`src/rtl/adc_frame_rx.sv`:
```
// rtl/adc_frame_rx.sv - eight-channel serial ADC frame receiver with word-sync strobe
// Frame position fc drives a two-process FSM; every output is registered from the next-cycle decode.
module adc_frame_rx #(
    parameter int FRAME_CYCLES = 50,
    parameter int CNV_CYCLES   = 4,
    parameter int WAIT_CYCLES  = 5,
    parameter int DATA_BITS    = 18,
    parameter int SYNC_CYCLES  = 5
) (
    input  logic                     ff_clk,
    input  logic                     pio_reset,
    input  logic                     acq_on,
    input  logic                     test_mode,
    input  logic [7:0]               adc_sdo,
    output logic                     adc_cnv,
    output logic                     adc_sclk,
    output logic [8*DATA_BITS-1:0]   data_out,
    output logic                     data_valid,
    output logic                     word_sync_n,
    output logic [15:0]              frame_count
);

    localparam int FCW = $clog2(FRAME_CYCLES + 1);
    localparam logic [FCW-1:0] LAST_FC     = FCW'(FRAME_CYCLES - 1);
    localparam logic [FCW-1:0] WAIT_START  = FCW'(CNV_CYCLES);
    localparam logic [FCW-1:0] SHIFT_START = FCW'(CNV_CYCLES + WAIT_CYCLES);
    localparam logic [FCW-1:0] LATCH_AT    = FCW'(CNV_CYCLES + WAIT_CYCLES + 2 * DATA_BITS);
    localparam logic [FCW-1:0] SYNC_END    = FCW'(CNV_CYCLES + WAIT_CYCLES + 2 * DATA_BITS + SYNC_CYCLES);

    typedef enum logic [2:0] {
        IDLE,
        CNV,
        WAIT,
        SHIFT,
        LATCH,
        HOLD
    } state_t;

    state_t               state, state_next;
    logic [FCW-1:0]       fc, fc_next;
    logic                 cnv_next, sclk_next, sync_n_next, valid_next;
    logic                 shift_en, latch;
    logic                 pair_second;
    logic [DATA_BITS-1:0] shreg [8];

    always_comb begin
        state_next  = IDLE;
        fc_next     = '0;
        cnv_next    = 1'b0;
        sclk_next   = 1'b0;
        sync_n_next = 1'b1;
        valid_next  = 1'b0;
        shift_en    = 1'b0;
        latch       = 1'b0;

        if (acq_on) begin
            // A frame always restarts at fc=0 after IDLE; aborted frames never resume.
            if (state == IDLE || fc == LAST_FC)
                fc_next = '0;
            else
                fc_next = fc + 1'b1;

            if (fc_next < WAIT_START)
                state_next = CNV;
            else if (fc_next < SHIFT_START)
                state_next = WAIT;
            else if (fc_next < LATCH_AT)
                state_next = SHIFT;
            else if (fc_next == LATCH_AT)
                state_next = LATCH;
            else
                state_next = HOLD;
        end

        pair_second = fc_next[0] ^ SHIFT_START[0];

        case (state_next)
            CNV:   cnv_next = 1'b1;
            SHIFT: begin
                sclk_next = ~pair_second;
                shift_en  = pair_second;
            end
            LATCH: begin
                valid_next = 1'b1;
                latch      = 1'b1;
            end
            default: ;
        endcase

        if (state_next != IDLE && fc_next >= LATCH_AT && fc_next < SYNC_END)
            sync_n_next = 1'b0;
    end

    always_ff @(posedge ff_clk or posedge pio_reset) begin
        if (pio_reset) begin
            state       <= IDLE;
            fc          <= '0;
            adc_cnv     <= 1'b0;
            adc_sclk    <= 1'b0;
            word_sync_n <= 1'b1;
            data_valid  <= 1'b0;
            data_out    <= '0;
            frame_count <= '0;
            for (int k = 0; k < 8; k++)
                shreg[k] <= '0;
        end else begin
            state       <= state_next;
            fc          <= fc_next;
            adc_cnv     <= cnv_next;
            adc_sclk    <= sclk_next;
            word_sync_n <= sync_n_next;
            data_valid  <= valid_next;

            for (int k = 0; k < 8; k++) begin
                if (state_next == IDLE)
                    shreg[k] <= '0;
                else if (shift_en)
                    shreg[k] <= {shreg[k][DATA_BITS-2:0], adc_sdo[k]};
            end

            // Test pattern uses the count before this frame's increment.
            if (latch) begin
                frame_count <= frame_count + 16'd1;
                for (int k = 0; k < 8; k++)
                    data_out[k*DATA_BITS +: DATA_BITS] <= test_mode
                        ? {3'(k), frame_count[DATA_BITS-4:0]}
                        : shreg[k];
            end
        end
    end

endmodule

```
`config.mk`:
```
export PLATFORM = sky130hd
export DESIGN_NAME = adc_frame_rx
export DESIGN_NICKNAME = d
export VERILOG_FILES = /design/src/rtl/adc_frame_rx.sv
export SDC_FILE = /design/constraint.sdc
export NUM_CORES = 1
export LEC_CHECK = 0
export ABC_AREA = 0
export BUFFER_PORTS_ARGS = -buffer_cell sky130_fd_sc_hd__clkbuf_2
export CORE_MARGIN = 2
export CORE_UTILIZATION = 52
export CTS_CLUSTER_SIZE = 25
export DETAILED_ROUTE_END_ITERATION = 8
export GPL_TIMING_DRIVEN = 0
export PLACE_DENSITY_LB_ADDON = 0.08
export SLEW_MARGIN = 20
export SYNTH_ARGS = -nofsm -noshare
export SYNTH_HDL_FRONTEND = slang
export SYNTH_SLANG_ARGS = --single-unit
export TNS_END_PERCENT = 30
```
`constraint.sdc`:
```
create_clock -name ff_clk -period 10.2 [get_ports ff_clk]
set_clock_uncertainty 0.2 [all_clocks]
set_input_delay 1.02 -clock ff_clk [delete_from_list [all_inputs] [get_ports ff_clk]]
set_output_delay 1.02 -clock ff_clk [all_outputs]
set_load 0.01 [all_outputs]
```
==> results of run 1 <==
-- cells by family (layout without fill, tap and decap cells) --
| group | count (synthesis) | count (layout) | synth area share [%] |
|---|---|---|---|
| muxes | 144 | 144 | 10.9 |
| and+or+nand+nor | 407 | 407 | 12.6 |
| adders and majority gates | 3 | 3 | 0.284 |
| buffers and inverters | 113 | 348 | 4.38 |
| xor gates and xnor gates | 18 | 18 | 1.19 |
| DFF | 317 | 317 | 60.0 |
| AOI/OAI and AO/OA | 273 | 273 | 10.6 |
-- layout by cell type (no fill, tap or decap), types with 20 or more instances in the layout --
cell type | synthesis | layout
clkbuf_16 | 0 | 37
dfrtp_1 | 316 | 316
buf_2 | 20 | 20
nand3_1 | 26 | 26
a21oi_1 | 123 | 123
mux2i_1 | 144 | 144
o21ai_0 | 139 | 139
clkbuf_1 | 44 | 49
nand2_1 | 330 | 330
clkbuf_2 | 0 | 175
-- state kept, by name (all words and copies together) (netlist names) --
signal / flops
adc_cnv: 1
adc_sclk: 1
data_out: 144
data_valid: 1
fc: 6
frame_count: 16
shreg: 144
state: 3
word_sync_n: 1
-- layer usage --
layer	share of wire, %	up-vias
met5	0	-
met4	2.6	0
met3	5.3	58
met2	48	288
met1	44	5054
li1	-	4719
-- critical path: stages (launching register included) --
cell,delay (ns)
dfrtp_1,0.45
inv_1,0.08
ha_1,0.14
and3_1,0.17
a211o_1,0.33
a21o_1,0.57
buf_2,0.47
clkbuf_1,0.63
buf_2,0.37
nand2_1,0.08
o21ai_0,0.09
-- cells in the mapped netlist, types with 2 or more instances --
cell type  number  area share, %
a21o_1          2           0.11
buf_2          20           0.76
dfrtp_1       316             60
nand3_1        26           0.98
or3_1           2          0.095
buf_4          10           0.57
nand2_1       330            9.4
and2_1         16           0.76
nor2b_1         3           0.14
inv_1          13           0.37
xnor2_1        15           0.99
nor2_1         12           0.34
ha_1            3           0.28
buf_1          16           0.45
xor2_1          3           0.20
o2111ai_1       2           0.13
mux2i_1       144             11
o21ai_0       139            5.3
buf_8           6           0.68
nor3_1          3           0.11
and3_1          4           0.19
clkbuf_1       44            1.2
a21oi_1       123            4.7
nand4_1         3           0.14
-- stage by stage --
| stage | instance area [um^2] | instances | util (%) | hold WS, ns | setup slack [ns] |
|---|---|---|---|---|---|
| 5_1_grt | 15700 | 1840 | 62.7 | 0.284 | 6.37 |
| 4_1_cts | 15700 | 1840 | 62.7 | 0.271 | 6.50 |
| 6_report | 15700 | 1840 | 62.7 | 0.267 | 6.53 |
| 3_5_place_dp | 14600 | 1783 | 58.2 | 0.259 | 6.21 |
| 3_3_place_gp | 14500 | 1780 | 57.8 | 0.253 | -3.34 |
| 2_1_floorplan | 13200 | 1275 | - | 0.266 | 0.210 |
-- worst max-delay path by stage --
stage                         end      start  depth (start not counted)
global route         data_out[49]      fc[1]                         10
detailed placement  data_out[111]     acq_on                          9
CTS                 data_out[111]      fc[1]                         10
global placement        shreg[60]  pio_reset                          2
finish              data_out[122]      fc[1]                         10
floorplan                 adc_cnv  pio_reset                          1
-- layout make-up --
type                       instances  area (um^2)
fill                            2196         9360
tap                              330          413
buffer                            98          522
clock inverter                     7         87.6
inverter                          15         65.1
clock buffer                      50         1050
sequential                       317         7930
multi-input combinational        845         4710
timing repair buffer             178          958
-- power breakdown --
part           switching (mW)  internal [mW]
Combinational          0.0617         0.0157
Clock                   0.491          0.764
Sequential            0.00377           1.26
Total                   0.556           2.04
==> reports/results.tsv, run 1 <==
stage	metric	value	unit
floorplan	core area	25100	um^2
hold_path	HP Start	data_out[105]	
sta	# setup viols final	0	
power	P_leak	7.29	nW
yosys	Yosys cell types	44	
global_route	grt ovf	0	
floorplan	die height	163	um
setup_path	Critical Path End Type	flip-flop	
flow_run	Max Cap Viol	0	
global_route	pin count of the biggest net entering global routing	97	
drt	Routed Antenna Nets	0	
setup_path	FF-to-FF setup slack	6.53	ns
cts	Setup Buffers After CTS	0	
setup_path	Arrival @ worst endpoint	3.90	ns
drt	DRC	0	
global_route	met2 Use GR	45.2	%
sta	normalized max-slew margin	31.6	%
setup_path	Crit Reg-Reg Endpoint	data_out[122]	
yosys	Mapped Area	13200	um^2
yosys	EDFF count, synth	0	
sta	minimum clock period	3.67	ns
setup_path	crit start category	flip-flop	
layout	final net count	1504	
floorplan	Die ar.	26700	um^2
cts	CTS tree	yes	
sta	RSZ-0062 raised after global routing	false	
global_route	number of global-route vias before repair	10100	
sta	setup TNS	0	ns
placement	GP Congestion	0.843	
layout	antenna cells	0	
floorplan	die width	163	um
cts	clk buf depth	3	
setup_path	Worst Reg-to-Reg Cells	10	
drt	post-DR vias/cell	5.50	
drt	routed wire length	36000	um
setup_path	CP max FO	10	
drt	DRT Pass-1 Iters	7	
placement	PortBufs	175	
hold_path	hold path depth	2	
setup_path	critical path class	flip-flop to flip-flop	
yosys	Cells after Synth	1275	
power	pwr/cell area	165	nW/um^2
cts	H-Tree Depth	2	
global_route	met3 GRT Util	4.44	%
cts	Num CTS Buffers	34	
placement	post-detail-place hpwl	24500	um
floorplan	Rows	58	
floorplan	Starting Density	52.7	%
sta	Final Hold Viols	0	
cts	Worst-path clk slew	0.06	ns
yosys	Synth Flop Type	dfrtp_1	
global_route	global-route wire length before repair	56000	um
yosys	Synth Area per Inst	10.4	um^2
global_route	GRT Overall Usage	27.6	%
cts	PostCTS Resize Cnt	0	
sta	Tcrit/Tclk final	36.0	%
yosys	post-synthesis sequential area ratio	60.0	%
cts	CTS sink count	317	
setup_path	reg2reg start	fc[1]	
cts	clk_lat worst skew	0.51	ns
power	VDD IR max	108	uV
hold_path	Min-Delay Endpoint	data_out[105]	
sta	max-slew violations	0	
layout	layout cell share with drive strength beyond 1	18.2	%
cts	clock root buffer	clkbuf_16	
yosys	asr flop ratio synth	100	%
drt	post-detailed-route wirelength per cell	19.6	um
global_route	Top Usage Layer GRT	met2	
yosys	Yosys warning count	0	
sta	Slew @ Worst Pin	1.03	ns
layout	Area Growth Syn to Fin	19.1	%
hold_path	HP Class	flip-flop to flip-flop	
setup_path	Required @ worst endpoint	10.43	ns
floorplan	# IOs	176	
yosys	Yosys reg bits	317	
cts	CTS Hold Bufs	0	
sta	Fmax	0.272	GHz
drt	via count	10100	
yosys	Mapped Nets	1290	
drt	Starting DRT DRC Count	703	
power	overall power	2.60	mW
global_route	initial antenna violation count	0	
global_route	met1 usage	38.1	%
outcome	status	finished clean	
No activity file was read; power rests on OpenSTA's default activity.
==> run 2: changes to the inputs <==
==> constraint.sdc (replaced) <==
create_clock -name ff_clk -period 3.2 [get_ports ff_clk]
set_clock_uncertainty 0.2 [all_clocks]
set_input_delay 0.32 -clock ff_clk [delete_from_list [all_inputs] [get_ports ff_clk]]
set_output_delay 0.32 -clock ff_clk [all_outputs]
set_load 0.01 [all_outputs]
==> run 2 against run 1 <==
  * Global-route usage increased by 0.21 points
  * Utilization is 0.85 points higher
  * First-iteration DRC count rose by 36%
  * Sequential cell count unchanged
  * Setup slack got worse by 6.3 ns
  * Sequential share of layout area fell by 0.68 points
  * Critical path type unchanged
==> reports/results.tsv, run 2 (synthesis results as in run 1) <==
stage	metric	value	unit
cts	CTS tree	yes	
global_route	pin count of the biggest net entering global routing	35	
layout	Final Util	63.6	%
setup_path	crit start category	flip-flop	
placement	worst slack, placed	-0.359	ns
drt	post-DR vias/cell	5.51	
power	pwr/cell area	518	nW/um^2
sta	RSZ-0062 raised after global routing	false	
setup_path	Worst Reg-to-Reg Cells	10	
placement	GP Congestion	0.855	
setup_path	CP Depth	10	
setup_path	Worst path max stage delay	0.48	ns
layout	antenna cells	0	
floorplan	core area	25100	um^2
floorplan	Rows	58	
setup_path	slowest CP cell	dfrtp_1	
setup_path	FF-to-FF setup slack	0.19	ns
setup_path	Arrival @ worst endpoint	3.17	ns
drt	Starting DRT DRC Count	956	
sta	minimum clock period	3.01	ns
drt	via count	10300	
setup_path	critical path class	flip-flop to flip-flop	
sta	Slew @ Worst Pin	1.13	ns
layout	layout cell share with drive strength beyond 1	18.6	%
drt	post-detailed-route wirelength per cell	19.6	um
cts	Num CTS Buffers	35	
power	P_leak	7.37	nW
setup_path	Critical Path End Type	flip-flop	
cts	H-Tree Depth	2	
hold_path	HP Class	input port to asynchronous set/reset pin	
placement	PortBufs	175	
sta	# setup viols final	0	
cts	clk buf depth	3	
outcome	status	finished clean	
global_route	initial antenna violation count	0	
sta	Tcrit/Tclk final	94.1	%
drt	Routed Antenna Nets	0	
sta	setup TNS	0	ns
power	overall power	8.26	mW
cts	Worst-path clk slew	0.06	ns
cts	clk_lat worst skew	0.51	ns
sta	Final Hold Viols	0	
layout	biggest registers after layout	data_out x144, shreg x144, frame_count x16	
global_route	grt ovf	0	
layout	commonest non-fill, non-tap cell in the layout	nand2_1	
setup_path	crit path cell chain	inv_1 -> ha_1 -> nor4bb_4 -> o211ai_1 -> a21o_2 -> buf_4 -> buf_2 -> buf_2 -> nand2_1 -> o21ai_0	
setup_path	crit path buf inv count	4	
global_route	GRT Overall Usage	27.8	%
sta	Fmax	0.332	GHz
sta	Final WS setup	0.190	ns
layout	final net count	1522	
flow_run	Max Cap Viol	0	
setup_path	Required @ worst endpoint	3.36	ns
cts	clock root buffer	clkbuf_16	
sta	max-slew violations	0	
global_route	number of global-route vias before repair	10100	
layout	Area Growth Syn to Fin	20.7	%
floorplan	die height	163	um
power	VDD IR max	304	uV
cts	CTS sink count	317	
drt	routed wire length	36500	um
global_route	global-route wire length before repair	56700	um
setup_path	CP max FO	10	
setup_path	crit-path most repeated cell	buf_2	
floorplan	Die ar.	26700	um^2
sta	normalized max-slew margin	24.5	%
floorplan	die width	163	um
cts	Setup Buffers After CTS	0	
setup_path	Crit path max-delay family	buffers and inverters	
placement	post-detail-place hpwl	25300	um
drt	DRT Pass-1 Iters	5	
floorplan	Starting Density	52.7	%
floorplan	# IOs	176	
drt	DRC	0	
layout	most frequent cells in the layout	nand2_1, dfrtp_1, clkbuf_2	
## run 2: changes by cell type in the layout (fill, tap and decap cells not counted), moves of 3 or more
cell	previous run	this run
buf_16	3	0
buf_12	1	11
clkbuf_1	49	53
dlygate4sd3_1	0	10
## run 2: stage by stage
stage	cells	instance area [um^2]	hold WS [ns]
CTS	1860	15900	0.177
global placement	1780	14500	0.252
detailed placement	1790	14700	0.154
global route	1860	16000	0.217
floorplan	1275	13200	0.249
finish	1860	16000	0.186
## run 2: metal layers
layer  global-route usage [%]  routed length, um  vias to the layer above
met5                        0                  0                        -
met4                     8.69               1040                        0
met3                     5.71               2380                       67
met2                     44.2              17300                      323
met1                     38.7              15800                     5100
li1                         -                  -                     4766
## run 2: area by class of cell
type / count / area, um^2
fill: 2161 / 9150
sequential: 317 / 7930
multi-input combinational: 845 / 4740
timing repair buffer: 195 / 1180
clock buffer: 54 / 1060
buffer: 98 / 526
tap: 330 / 413
inverter: 15 / 61.3
clock inverter: 6 / 55.1
## run 2: final timing paths
check	start	end
worst max-delay path	fc[1]	data_out[114]
worst min-delay path	pio_reset	data_out[29]
worst max register to register	fc[1]	data_out[114]
worst min register to register	data_out[35]	data_out[35]
max in group asynchronous	pio_reset	frame_count[15]
min in group ff_clk	data_out[35]	data_out[35]
## run 2: power by group
group          internal [mW]  leakage (nW)  switching [mW]
Sequential              4.03          4.40          0.0127
Combinational         0.0725          2.43           0.200
Clock                   2.35         0.552            1.60
## run 2: repair_timing
item | CTS | global route
resized for setup | 4 | 4
setup endpoints to repair | 139 | 185
endpoints found under the hold margin | 110 | 0
hold buffers | 10 | 0
## run 2: worst register-to-register path, stage by stage (launching register included)
cell      delay [ns]
dfrtp_1         0.48
inv_1           0.07
ha_1            0.35
nor4bb_4        0.36
o211ai_1        0.14
a21o_2          0.33
buf_4           0.26
buf_2           0.27
buf_2           0.25
nand2_1         0.08
o21ai_0         0.09
==> run 3: changes to the inputs <==
--- a/config.mk
+++ b/config.mk
@@ -7,6 +7,7 @@
 export LEC_CHECK = 0
 export ABC_AREA = 0
 export BUFFER_PORTS_ARGS = -buffer_cell sky130_fd_sc_hd__clkbuf_2
+export CORE_ASPECT_RATIO = 0.6
 export CORE_MARGIN = 2
 export CORE_UTILIZATION = 52
 export CTS_CLUSTER_SIZE = 25
==> run 3 against run 2 <==
  * Sequential cell count unchanged
  * Critical path depth unchanged
  * Sequential power about the same
  * Maximum frequency up 1.2%
  * Global-route usage up 0.86 points
  * Utilization down 0.55 points
  * Cell count down 0.43%
  * Register-to-register slack better by 0.04 ns
  * Clock-buffer cell count down 14
  * Worst hold slack worse by 0.17 ns
==> reports/results.tsv, run 3 (synthesis results as in run 1) <==
stage	metric	value	unit
power	P_leak	7.31	nW
cts	CTS tree	yes	
placement	PortBufs	175	
layout	layout cell share with drive strength beyond 1	18.6	%
flow_run	Max Cap Viol	0	
setup_path	crit start category	flip-flop	
layout	FILL cells	2160	
placement	worst slack, placed	-0.269	ns
floorplan	Die ar.	26800	um^2
sta	minimum clock period	2.97	ns
cts	H-Tree Depth	1	
drt	DRT Pass-1 Iters	5	
floorplan	die width	210	um
cts	clock root buffer	clkbuf_16	
sta	max-slew violations	0	
drt	DRC	0	
global_route	GRT Overall Usage	28.6	%
setup_path	CP max FO	10	
cts	Worst-path clk slew	0.07	ns
global_route	global-route wire length before repair	58400	um
power	VDD IR max	345	uV
setup_path	Worst Reg-to-Reg Cells	10	
sta	Final WS setup	0.226	ns
layout	final net count	1517	
floorplan	# IOs	176	
power	pwr/cell area	495	nW/um^2
layout	Area Growth Syn to Fin	19.7	%
drt	Routed Antenna Nets	0	
floorplan	Starting Density	52.7	%
placement	post-detail-place hpwl	26600	um
cts	Setup Buffers After CTS	0	
global_route	number of global-route vias before repair	9764	
setup_path	FF-to-FF setup slack	0.23	ns
floorplan	core area	25100	um^2
floorplan	die height	128	um
placement	DP Cell Count	1790	
setup_path	reg2reg start	fc[1]	
layout	Design Area, Final	15800	um^2
setup_path	Required @ worst endpoint	3.47	ns
drt	Starting DRT DRC Count	894	
hold_path	HP Class	input port to asynchronous set/reset pin	
cts	clk_lat worst skew	0.55	ns
drt	via count	10300	
placement	Cell Area, Placed	14700	um^2
floorplan	Rows	45	
layout	commonest non-fill, non-tap cell in the layout	nand2_1	
global_route	initial antenna violation count	0	
sta	# setup viols final	0	
sta	Final Hold Viols	0	
placement	GP Congestion	0.885	
drt	post-detailed-route wirelength per cell	20.4	um
setup_path	critical path class	flip-flop to flip-flop	
sta	Tcrit/Tclk final	92.9	%
sta	Slew @ Worst Pin	1.09	ns
cts	CTS sink count	317	
cts	Num CTS Buffers	29	
setup_path	Critical Path End Type	flip-flop	
outcome	status	finished clean	
power	overall power	7.83	mW
sta	normalized max-slew margin	27.5	%
drt	routed wire length	37700	um
global_route	pin count of the biggest net entering global routing	36	
sta	RSZ-0062 raised after global routing	false	
setup_path	Crit Reg-Reg Endpoint	shreg[73]	
sta	Fmax	0.336	GHz
setup_path	Arrival @ worst endpoint	3.24	ns
global_route	grt ovf	0	
layout	most frequent cells in the layout	nand2_1, dfrtp_1, clkbuf_2	
drt	post-DR vias/cell	5.57	
cts	clk buf depth	3	
layout	antenna cells	0	
layout	biggest registers after layout	data_out x144, shreg x144, frame_count x16	
layout	fin cells	1852	
-- run 3: changes by cell type in the layout (fill, tap and decap cells not counted), moves of 2 or more --
cell | previous run | this run
clkbuf_16 | 37 | 29
clkbuf_1 | 53 | 46
clkinv_2 | 6 | 9
clkinvlp_4 | 1 | 3
-- run 3: worst max path at each step --
| stage | startpoint | end | slack (ns) | depth (start not counted) |
|---|---|---|---|---|
| 3_3_place_gp | pio_reset | data_out[92] | -3.53 | 2 |
| 6_report | fc[1] | shreg[73] | 0.23 | 10 |
| 3_5_place_dp | fc[1] | data_out[122] | -0.27 | 10 |
| 4_1_cts | fc[1] | data_out[122] | 0.06 | 10 |
| 2_1_floorplan | pio_reset | adc_cnv | -1.54 | 1 |
| 5_1_grt | fc[1] | shreg[82] | 0.08 | 10 |
-- run 3: what timing repair did --
action / CTS / global route
hold buffers: 10 / 0
pin swaps: 0 / 0
resized for setup: 5 / 2
setup endpoints to repair: 119 / 143
hold endpoints to repair: 152 / 0
-- run 3: report_power, final --
| part | internal (mW) | total, mW | switching [mW] |
|---|---|---|---|
| logic | 0.0764 | 0.283 | 0.206 |
| clock network | 1.98 | 3.51 | 1.53 |
| registers | 4.02 | 4.04 | 0.0151 |
| total | 6.08 | 7.83 | 1.75 |
-- run 3: routing by layer --
| metal | global-route usage, % | part of all wire [%] | vias to the layer above |
|---|---|---|---|
| met3 | 6.78 | 8.3 | 55 |
| met4 | 5.72 | 1.7 | 0 |
| met1 | 44.8 | 48 | 5118 |
| met2 | 40.7 | 42 | 394 |
| li1 | - | - | 4754 |
| met5 | 0 | 0 | - |
-- run 3: cell type report --
type,count,area [um^2],share of cell area (%)
Sequential cell,317,7940,50.1
Multi-Input combinational cell,845,4730,29.9
Timing Repair Buffer,197,1210,7.68
Clock buffer,40,837,5.29
Buffer,97,522,3.30
Tap cell,329,412,2.60
Clock inverter,12,115,0.727
Inverter,15,61.3,0.387
-- run 3: per-stage QoR --
step	hold WS, ns	setup TNS [ns]	utilization, %
after floorplan	0.249	-488.31	-
after global placement	0.254	-1127.95	57.8
after detailed placement	0.0260	-22.02	58.7
after CTS	0.00142	0	62.9
after global routing	0.0397	0	63.0
final	0.0130	0	63.0
-- run 3: worst max-delay path, cell delays in order (launching register included) --
cell and delay [ns]:
dfrtp_2 0.43, ha_1 0.32, nand3_1 0.13, xnor2_1 0.31, nand3_1 0.16, a211oi_2 0.31
o2111a_1 0.23, buf_4 0.20, buf_12 0.19, buf_8 0.18, mux2i_1 0.22
